**config.mk**
```make
export PLATFORM = sky130hd
export DESIGN_NAME = fir_decim_sat_flat
export DESIGN_NICKNAME = d
export VERILOG_FILES = /design/src/rtl/fir_pkg.sv /design/src/rtl/fir_decim_sat_if.sv /design/src/rtl/fir_sync_fifo.sv /design/src/rtl/fir_decim_sat.sv /design/src/flat_wrapper.sv
export SDC_FILE = /design/constraint.sdc
export NUM_CORES = 1
export LEC_CHECK = 0
export ABC_AREA = 1
export BUFFER_PORTS_ARGS = -buffer_cell sky130_fd_sc_hd__buf_2
export CAP_MARGIN = 10
export CORE_ASPECT_RATIO = 0.75
export CORE_UTILIZATION = 60
export CTS_CLUSTER_DIAMETER = 60
export DETAILED_ROUTE_END_ITERATION = 16
export GPL_ROUTABILITY_DRIVEN = 1
export GPL_TIMING_DRIVEN = 0
export PLACE_DENSITY = 0.87
export SYNTH_ARGS = -nofsm -noshare
export SYNTH_HDL_FRONTEND = slang
export SYNTH_SLANG_ARGS = --single-unit
```
**constraint.sdc**
```tcl
create_clock -name clk -period 8.1 [get_ports clk]
set_clock_uncertainty 0.15 [all_clocks]
set_input_delay 0 -clock clk [delete_from_list [all_inputs] [get_ports clk]]
set_output_delay 0 -clock clk [all_outputs]
set_load 0.05 [all_outputs]
```
**src/rtl/fir_pkg.sv**
```systemverilog
// Shared widths, sample types and the round/shift/saturate helper for the
// FIR decimation stage.
package fir_pkg;

  localparam int unsigned IN_W  = 33;
  localparam int unsigned OUT_W = 16;

  typedef logic signed [IN_W-1:0]  fir_samp_t;
  typedef logic signed [OUT_W-1:0] out_samp_t;

  typedef struct packed {
    logic      sat;
    out_samp_t val;
  } sat_res_t;

  localparam logic signed [IN_W:0] R_MAX = (IN_W+1)'((1 << (OUT_W-1)) - 1);
  localparam logic signed [IN_W:0] R_MIN = -R_MAX - 1;

  // Round-half-up arithmetic shift at IN_W+1 bits, then clip to OUT_W.
  function automatic sat_res_t sat_round(input fir_samp_t samp, input int unsigned shift);
    logic signed [IN_W:0] rnd;
    logic signed [IN_W:0] w;
    logic signed [IN_W:0] r;
    sat_res_t             res;
    rnd = '0;
    if (shift > 0) rnd = (IN_W+1)'(1) << (shift - 1);
    w = {samp[IN_W-1], samp} + rnd;
    r = w >>> shift;
    res.sat = 1'b1;
    if (r > R_MAX)      res.val = 16'h7FFF;
    else if (r < R_MIN) res.val = 16'h8000;
    else begin
      res.sat = 1'b0;
      res.val = r[OUT_W-1:0];
    end
    return res;
  endfunction

endpackage

```
**src/rtl/fir_decim_sat_if.sv**
```systemverilog
// Sample input and valid/ready output stream of the decimation stage.
interface fir_decim_sat_if #(
  parameter int unsigned IN_W  = fir_pkg::IN_W,
  parameter int unsigned OUT_W = fir_pkg::OUT_W
);
  logic signed [IN_W-1:0]  y_in;
  logic                    y_valid;
  logic signed [OUT_W-1:0] out_data;
  logic                    out_valid;
  logic                    out_ready;

  modport master (output y_in, y_valid, out_ready, input out_data, out_valid);
  modport slave  (input y_in, y_valid, out_ready, output out_data, out_valid);
endinterface

```
**src/rtl/fir_sync_fifo.sv**
```systemverilog
// First-word-fall-through synchronous FIFO; pointers carry an extra wrap bit.
module fir_sync_fifo #(
  parameter int unsigned FIFO_DEPTH = 8,
  parameter int unsigned WIDTH      = 16
) (
  input  logic             clk,
  input  logic             rst,
  input  logic             push,
  input  logic [WIDTH-1:0] din,
  input  logic             pop,
  output logic [WIDTH-1:0] dout,
  output logic             empty,
  output logic             full
);
  localparam int unsigned AW = $clog2(FIFO_DEPTH);

  logic [AW:0]      wr_q, wr_d, rd_q, rd_d;
  logic [WIDTH-1:0] mem_q [FIFO_DEPTH];
  logic [WIDTH-1:0] mem_d [FIFO_DEPTH];
  logic             do_pop, do_push;

  assign empty   = (wr_q == rd_q);
  assign full    = (wr_q[AW] != rd_q[AW]) && (wr_q[AW-1:0] == rd_q[AW-1:0]);
  assign do_pop  = pop && !empty;
  // A full FIFO still accepts a word when the head leaves on the same edge.
  assign do_push = push && (!full || do_pop);
  assign dout    = mem_q[rd_q[AW-1:0]];

  always_comb begin
    mem_d = mem_q;
    wr_d  = wr_q;
    rd_d  = rd_q;
    if (do_push) begin
      mem_d[wr_q[AW-1:0]] = din;
      wr_d = wr_q + 1'b1;
    end
    if (do_pop) rd_d = rd_q + 1'b1;
  end

  always_ff @(posedge clk or posedge rst) begin
    if (rst) begin
      wr_q  <= '0;
      rd_q  <= '0;
      mem_q <= '{default: '0};
    end else begin
      wr_q  <= wr_d;
      rd_q  <= rd_d;
      mem_q <= mem_d;
    end
  end
endmodule

```
**src/rtl/fir_decim_sat.sv**
```systemverilog
// Decimates the FIR output, rescales with rounding, saturates to OUT_W and
// buffers results in a small FWFT FIFO; counts saturations and drops.
module fir_decim_sat #(
  parameter int unsigned IN_W       = fir_pkg::IN_W,
  parameter int unsigned OUT_W      = fir_pkg::OUT_W,
  parameter int unsigned SHIFT      = 15,
  parameter int unsigned DECIM      = 4,
  parameter int unsigned FIFO_DEPTH = 8
) (
  input  logic               clk,
  input  logic               reset,
  fir_decim_sat_if.slave     bus,
  output logic [15:0]        sat_count,
  output logic [15:0]        drop_count
);
  import fir_pkg::sat_res_t;
  import fir_pkg::fir_samp_t;
  import fir_pkg::sat_round;

  localparam int unsigned PH_W = (DECIM > 1) ? $clog2(DECIM) : 1;

  logic [PH_W-1:0]  phase_q, phase_d;
  logic             v1_q, v1_d, v2_q, v2_d;
  sat_res_t         res1_q, res1_d;
  logic [OUT_W-1:0] s_q, s_d;
  logic [15:0]      sat_count_q, sat_count_d, drop_count_q, drop_count_d;
  logic             keep, pop, fifo_empty, fifo_full;

  assign keep          = bus.y_valid && (phase_q == '0);
  assign pop           = bus.out_valid && bus.out_ready;
  assign bus.out_valid = !fifo_empty;
  assign sat_count     = sat_count_q;
  assign drop_count    = drop_count_q;

  // The clip decision is made with the rounding in stage 1; stage 2 only
  // registers the clipped word and bumps the saturation counter.
  always_comb begin
    phase_d      = phase_q;
    v1_d         = keep;
    res1_d       = sat_round(fir_samp_t'(bus.y_in), SHIFT);
    v2_d         = v1_q;
    s_d          = res1_q.val;
    sat_count_d  = sat_count_q;
    drop_count_d = drop_count_q;
    if (bus.y_valid)
      phase_d = (phase_q == PH_W'(DECIM - 1)) ? '0 : phase_q + 1'b1;
    if (v1_q && res1_q.sat && (sat_count_q != '1))
      sat_count_d = sat_count_q + 16'd1;
    if (v2_q && fifo_full && !pop && (drop_count_q != '1))
      drop_count_d = drop_count_q + 16'd1;
  end

  always_ff @(posedge clk or posedge reset) begin
    if (reset) begin
      phase_q      <= '0;
      v1_q         <= 1'b0;
      res1_q       <= '0;
      v2_q         <= 1'b0;
      s_q          <= '0;
      sat_count_q  <= '0;
      drop_count_q <= '0;
    end else begin
      phase_q      <= phase_d;
      v1_q         <= v1_d;
      res1_q       <= res1_d;
      v2_q         <= v2_d;
      s_q          <= s_d;
      sat_count_q  <= sat_count_d;
      drop_count_q <= drop_count_d;
    end
  end

  fir_sync_fifo #(
    .FIFO_DEPTH (FIFO_DEPTH),
    .WIDTH      (OUT_W)
  ) u_fifo (
    .clk   (clk),
    .rst   (reset),
    .push  (v2_q),
    .din   (s_q),
    .pop   (pop),
    .dout  (bus.out_data),
    .empty (fifo_empty),
    .full  (fifo_full)
  );
endmodule

```
**src/flat_wrapper.sv**
```systemverilog
// flat-port wrapper written by rule: the top's interface ports become plain ports
module fir_decim_sat_flat import fir_pkg::sat_res_t; import fir_pkg::fir_samp_t; import fir_pkg::sat_round;
#(
  parameter int unsigned IN_W       = fir_pkg::IN_W,
  parameter int unsigned OUT_W      = fir_pkg::OUT_W,
  parameter int unsigned SHIFT      = 15,
  parameter int unsigned DECIM      = 4,
  parameter int unsigned FIFO_DEPTH = 8
)
  (clk, reset, sat_count, drop_count, bus_y_in, bus_y_valid, bus_out_ready, bus_out_data, bus_out_valid);
  fir_decim_sat_if #(.IN_W(IN_W), .OUT_W(OUT_W)) bus_i ();
  input  logic clk;
  input  logic reset;
  output logic [15:0] sat_count;
  output logic [15:0] drop_count;
  input wire logic [$bits(bus_i.y_in)-1:0] bus_y_in;
  input wire logic [$bits(bus_i.y_valid)-1:0] bus_y_valid;
  input wire logic [$bits(bus_i.out_ready)-1:0] bus_out_ready;
  output wire logic [$bits(bus_i.out_data)-1:0] bus_out_data;
  output wire logic [$bits(bus_i.out_valid)-1:0] bus_out_valid;
  assign bus_i.y_in = bus_y_in;
  assign bus_i.y_valid = bus_y_valid;
  assign bus_i.out_ready = bus_out_ready;
  assign bus_out_data = bus_i.out_data;
  assign bus_out_valid = bus_i.out_valid;
  fir_decim_sat #(.IN_W(IN_W), .OUT_W(OUT_W), .SHIFT(SHIFT), .DECIM(DECIM), .FIFO_DEPTH(FIFO_DEPTH)) u_core (.clk(clk), .reset(reset), .bus(bus_i), .sat_count(sat_count), .drop_count(drop_count));
endmodule
```
==> metrics.md <==
| Metric | Value |
|---|---|
| Top routing layer in use | `met4` |
| Period utilization | `0.4059` |
| Total I/O pin count | `86` |
| Total area of sequential cells | `5130 sq um` |
| Maximum level of the CTS H-tree | `1` |
| Flip-flop and latch count after synthesis | `205` |
| Routed via count divided by cell count | `5.666` |
| Total instance count after detailed placement | `1565` |
| Die area | `17340 sq um` |
| IO Port Bufs | `71` |
| Die Wd | `151.7 um` |
| Leading cell type in the layout, fill and taps excluded | `sky130_fd_sc_hd__nand2_1` |
| Iteration-0 DRC Markers | `1064` |
| TritonCTS buffer count | `21` |
| Final worst setup slack | `4812 ps` |
| Initial antenna violation count | `0` |
| Number of failing hold endpoints at the final stage | `9` |
| Count of filler cells inserted in the layout | `1164` |
| Worst slack, placed | `5504 ps` |
| Startpoint type of the worst setup path | `input port` |
| Initial Util | `0.6221` |
| Post-layout minimum cycle time | `3288 ps` |
| Nets | `1466` |
| Final WL | `27100 um` |
| Met2 WL post-DR | `12330 um` |
| Final Util | `0.7344` |
| Met1 routed wirelength after detailed routing | `11280 um` |
| Tightest hold margin | `-7.820 ps` |
| Highest net fanout along the worst path | `7` |
| Core Box Area | `16220 sq um` |
| Final routed wire length divided by cell count | `16.46 um` |
| Syn avg cell area | `7.863 sq um` |
| Cell chosen for the clock root | `sky130_fd_sc_hd__clkbuf_16` |
| Number of cells upsized or downsized after cts | `0` |
| Relative max-transition margin | `0.4936` |
| Post-CTS Setup Inserts | `0` |
| Synth-to-layout area growth | `18.05%` |
| Vias in the first global route | `8835` |
| Overall die height | `114.3 um` |
| Placed standard-cell area | `10740 sq um` |
| Amount of wire on met3 after detailed routing | `2834 um` |
| Detailed Routing Iterations Pass 1 | `7` |
| Number of synthesized flops with an enable pin | `0` |
| Type of the worst min-delay path | `input port to async pin` |
| CP max-delay cell | `sky130_fd_sc_hd__dlygate4sd3_1` |
| Tightest Pin Transition | `756.9 ps` |
| CTS sink cnt | `205` |
| Post-synth net total | `1327` |
| Cell area after layout | `11910 sq um` |
| DP Wirelength | `17980 um` |
| Setup-violating endpoint count in the final report | `0` |
| Commonest cells after routing, fill and taps aside | `sky130_fd_sc_hd__nand2_1 (434), sky130_fd_sc_hd__dfrtp_1 (205), sky130_fd_sc_hd__nor2_1 (163)` |
| Count of unresolved DRC violations after routing | `0` |
| Overflow left after global routing | `0` |
| Final max-slew violation count | `0` |
| Critical path class | `input port to flip-flop` |
| Total Routing Usage GR | `0.3278` |
| Outcome | `finished, violations left` |
| Critical path required time | `8380 ps` |
| CP arrival | `3570 ps` |
| Multi-input combinational cell area | `4378 sq um` |
| Max-cap check violation count | `0` |
| Critical Path, Cell by Cell | `dlygate4sd3_1, buf_2, nand2_2, nor2_2, nand2_2, nor2_1, nand2_1, nor2_1, a21oi_1, dlygate4sd3_1, nand2_2, nand2_1, dlygate4sd3_1, nand2_1, dlygate4sd3_1` |
| Fraction of layout instances using a drive strength above 1 | `0.1072` |
| Post-Syn Area | `10090 sq um` |
| Wire length of the first global-routing pass | `44370 um` |
| FF-to-FF setup slack | `5860 ps` |
| Power per cell area | `380.3 nW/um^2` |
| Worst path most repeated cell | `sky130_fd_sc_hd__dlygate4sd3_1` |
| Fmax | `0.3042 GHz` |
| TritonCTS clock tree | `yes` |
| RSZ-0062 raised after global routing | `false` |
| Peak per-stage delay on the critical path | `640 ps` |
| Critical Path End Type | `flip-flop` |
| Final setup TNS | `0 ps` |
| Standard-cell row count | `40` |
| Fraction of registers with async set/reset | `1.000` |
| Number of nets still failing antenna checks after routing | `0` |
| Clock buffer depth | `3` |
| Unique cell type count in the Yosys netlist | `29` |
| Violations in the final reports | `hold timing` |
| Pin count of the biggest net entering global routing | `118` |
| Hold buffer count at CTS | `44` |
| Clock latency at the later pin of the worst-skew pair | `500 ps` |
| Prevailing post-synth register cell | `sky130_fd_sc_hd__dfrtp_1` |
| Leakage power | `6.098 nW` |
| YS warnings | `0` |
| Clock transition at the registers of the reported paths | `60 ps` |
| Antenna diode count | `0` |
| Sequential cell area fraction in the yosys report | `0.5085` |
| Weighted congestion at the end of routability-driven global placement | `0.9358` |
| Layout Cells excl Fill | `1646` |
| Number of vias in the routed layout | `9326` |
| Gate count after technology mapping | `1283` |
| Peak supply drop | `0.2616 mV` |
[logic make-up (layout without fill, tap and decap cells)]
kind of cell    count (synthesis)  in the layout  share of synthesized area
compound gates                108            108                    0.05755
flops                         205            205                     0.5085
buf+inv                       126            279                    0.05755
simple gates                  787            787                     0.3243
fa+ha+maj                       7              7                   0.008681
xor+xnor                       50             50                    0.04341
[per-layer routing]
layer / track usage / vias to the layer above
met1: 0.4689 / 4377
met3: 0.07331 / 59
met5: 0 / -
met4: 0.09373 / 0
li1: - / 4392
met2: 0.5033 / 498
[critical path: cells and delay by family]
family	cells	cell delay [ps]
buf+inv	5	2450
compound gates	1	100
simple gates	9	1020
[cell type report]
cell class	instances	share of cell area
sequential	205	0.4308
multi-input combinational	952	0.3676
timing repair buffer	116	0.06913
clock buffer	29	0.05085
buffer	78	0.03362
tap	210	0.02206
inverter	48	0.01576
clock inverter	8	0.01019
[cells in the mapped netlist, types with 2 or more instances]
| cell type | count | area [sq um] |
|---|---|---|
| sky130_fd_sc_hd__a21oi_1 | 2 | 10.01 |
| sky130_fd_sc_hd__a31oi_1 | 16 | 100.1 |
| sky130_fd_sc_hd__buf_2 | 8 | 40.04 |
| sky130_fd_sc_hd__buf_4 | 18 | 135.1 |
| sky130_fd_sc_hd__buf_6 | 4 | 45.04 |
| sky130_fd_sc_hd__clkbuf_1 | 47 | 176.4 |
| sky130_fd_sc_hd__dfrtp_1 | 205 | 5130 |
| sky130_fd_sc_hd__ha_1 | 7 | 87.58 |
| sky130_fd_sc_hd__inv_1 | 47 | 176.4 |
| sky130_fd_sc_hd__nand2_1 | 434 | 1629 |
| sky130_fd_sc_hd__nand2_2 | 5 | 31.28 |
| sky130_fd_sc_hd__nand2_4 | 4 | 45.04 |
| sky130_fd_sc_hd__nand3_1 | 151 | 755.7 |
| sky130_fd_sc_hd__nand4_1 | 9 | 56.30 |
| sky130_fd_sc_hd__nor2_1 | 163 | 611.8 |
| sky130_fd_sc_hd__nor2_2 | 5 | 31.28 |
| sky130_fd_sc_hd__nor3_1 | 8 | 40.04 |
| sky130_fd_sc_hd__nor4_1 | 3 | 18.77 |
| sky130_fd_sc_hd__o21ai_0 | 74 | 370.4 |
| sky130_fd_sc_hd__o22ai_1 | 16 | 100.1 |
| sky130_fd_sc_hd__xnor2_1 | 15 | 131.4 |
| sky130_fd_sc_hd__xor2_1 | 35 | 306.5 |
[registers in the layout, summed over array words and instances, names as in the netlist]
signal / count
u_core.drop_count: 16
u_core.phase_q: 2
u_core.res1_q: 1
u_core.s_d: 16
u_core.s_q: 16
u_core.sat_count: 16
u_core.u_fifo.mem_q: 128
u_core.u_fifo.rd_q: 4
u_core.u_fifo.wr_q: 4
u_core.v1_q: 1
u_core.v2_q: 1
[per-stage QoR]
stage / hold WS, ps / power [mW]
global placement: 87.92 / 3.375
CTS: 8.423 / 4.487
detailed placement: -14.57 / 3.432
global route: 45.57 / 4.783
finish: -7.820 / 4.529
floorplan: -53.55 / 2.912
[path summary, 6_finish.rpt]
check / from / endpoint / cells past startpoint
max reg2reg: u_core.drop_count[0]$_DFFE_PP0P_ / u_core.drop_count[5]$_DFFE_PP0P_ / 9
max: bus_y_in[15] / u_core.s_d[4]$_DFF_PP0_ / 15
min reg2reg: u_core.s_d[7]$_DFF_PP0_ / u_core.s_q[7]$_DFF_PP0_ / 0
max in group asynchronous: reset / u_core.u_fifo.mem_q[82]$_DFFE_PP0P_ / 4
min in group clk: bus_y_in[14] / u_core.s_d[10]$_DFF_PP0_ / 9
min: reset / u_core.drop_count[7]$_DFFE_PP0P_ / 3
[power by group]
part / internal (mW) / switching, mW
combinational: 0.541 / 1.39
clock: 0.618 / 0.404
sequential: 1.36 / 0.220
total: 2.52 / 2.01
(Power assumes the default switching activity.)
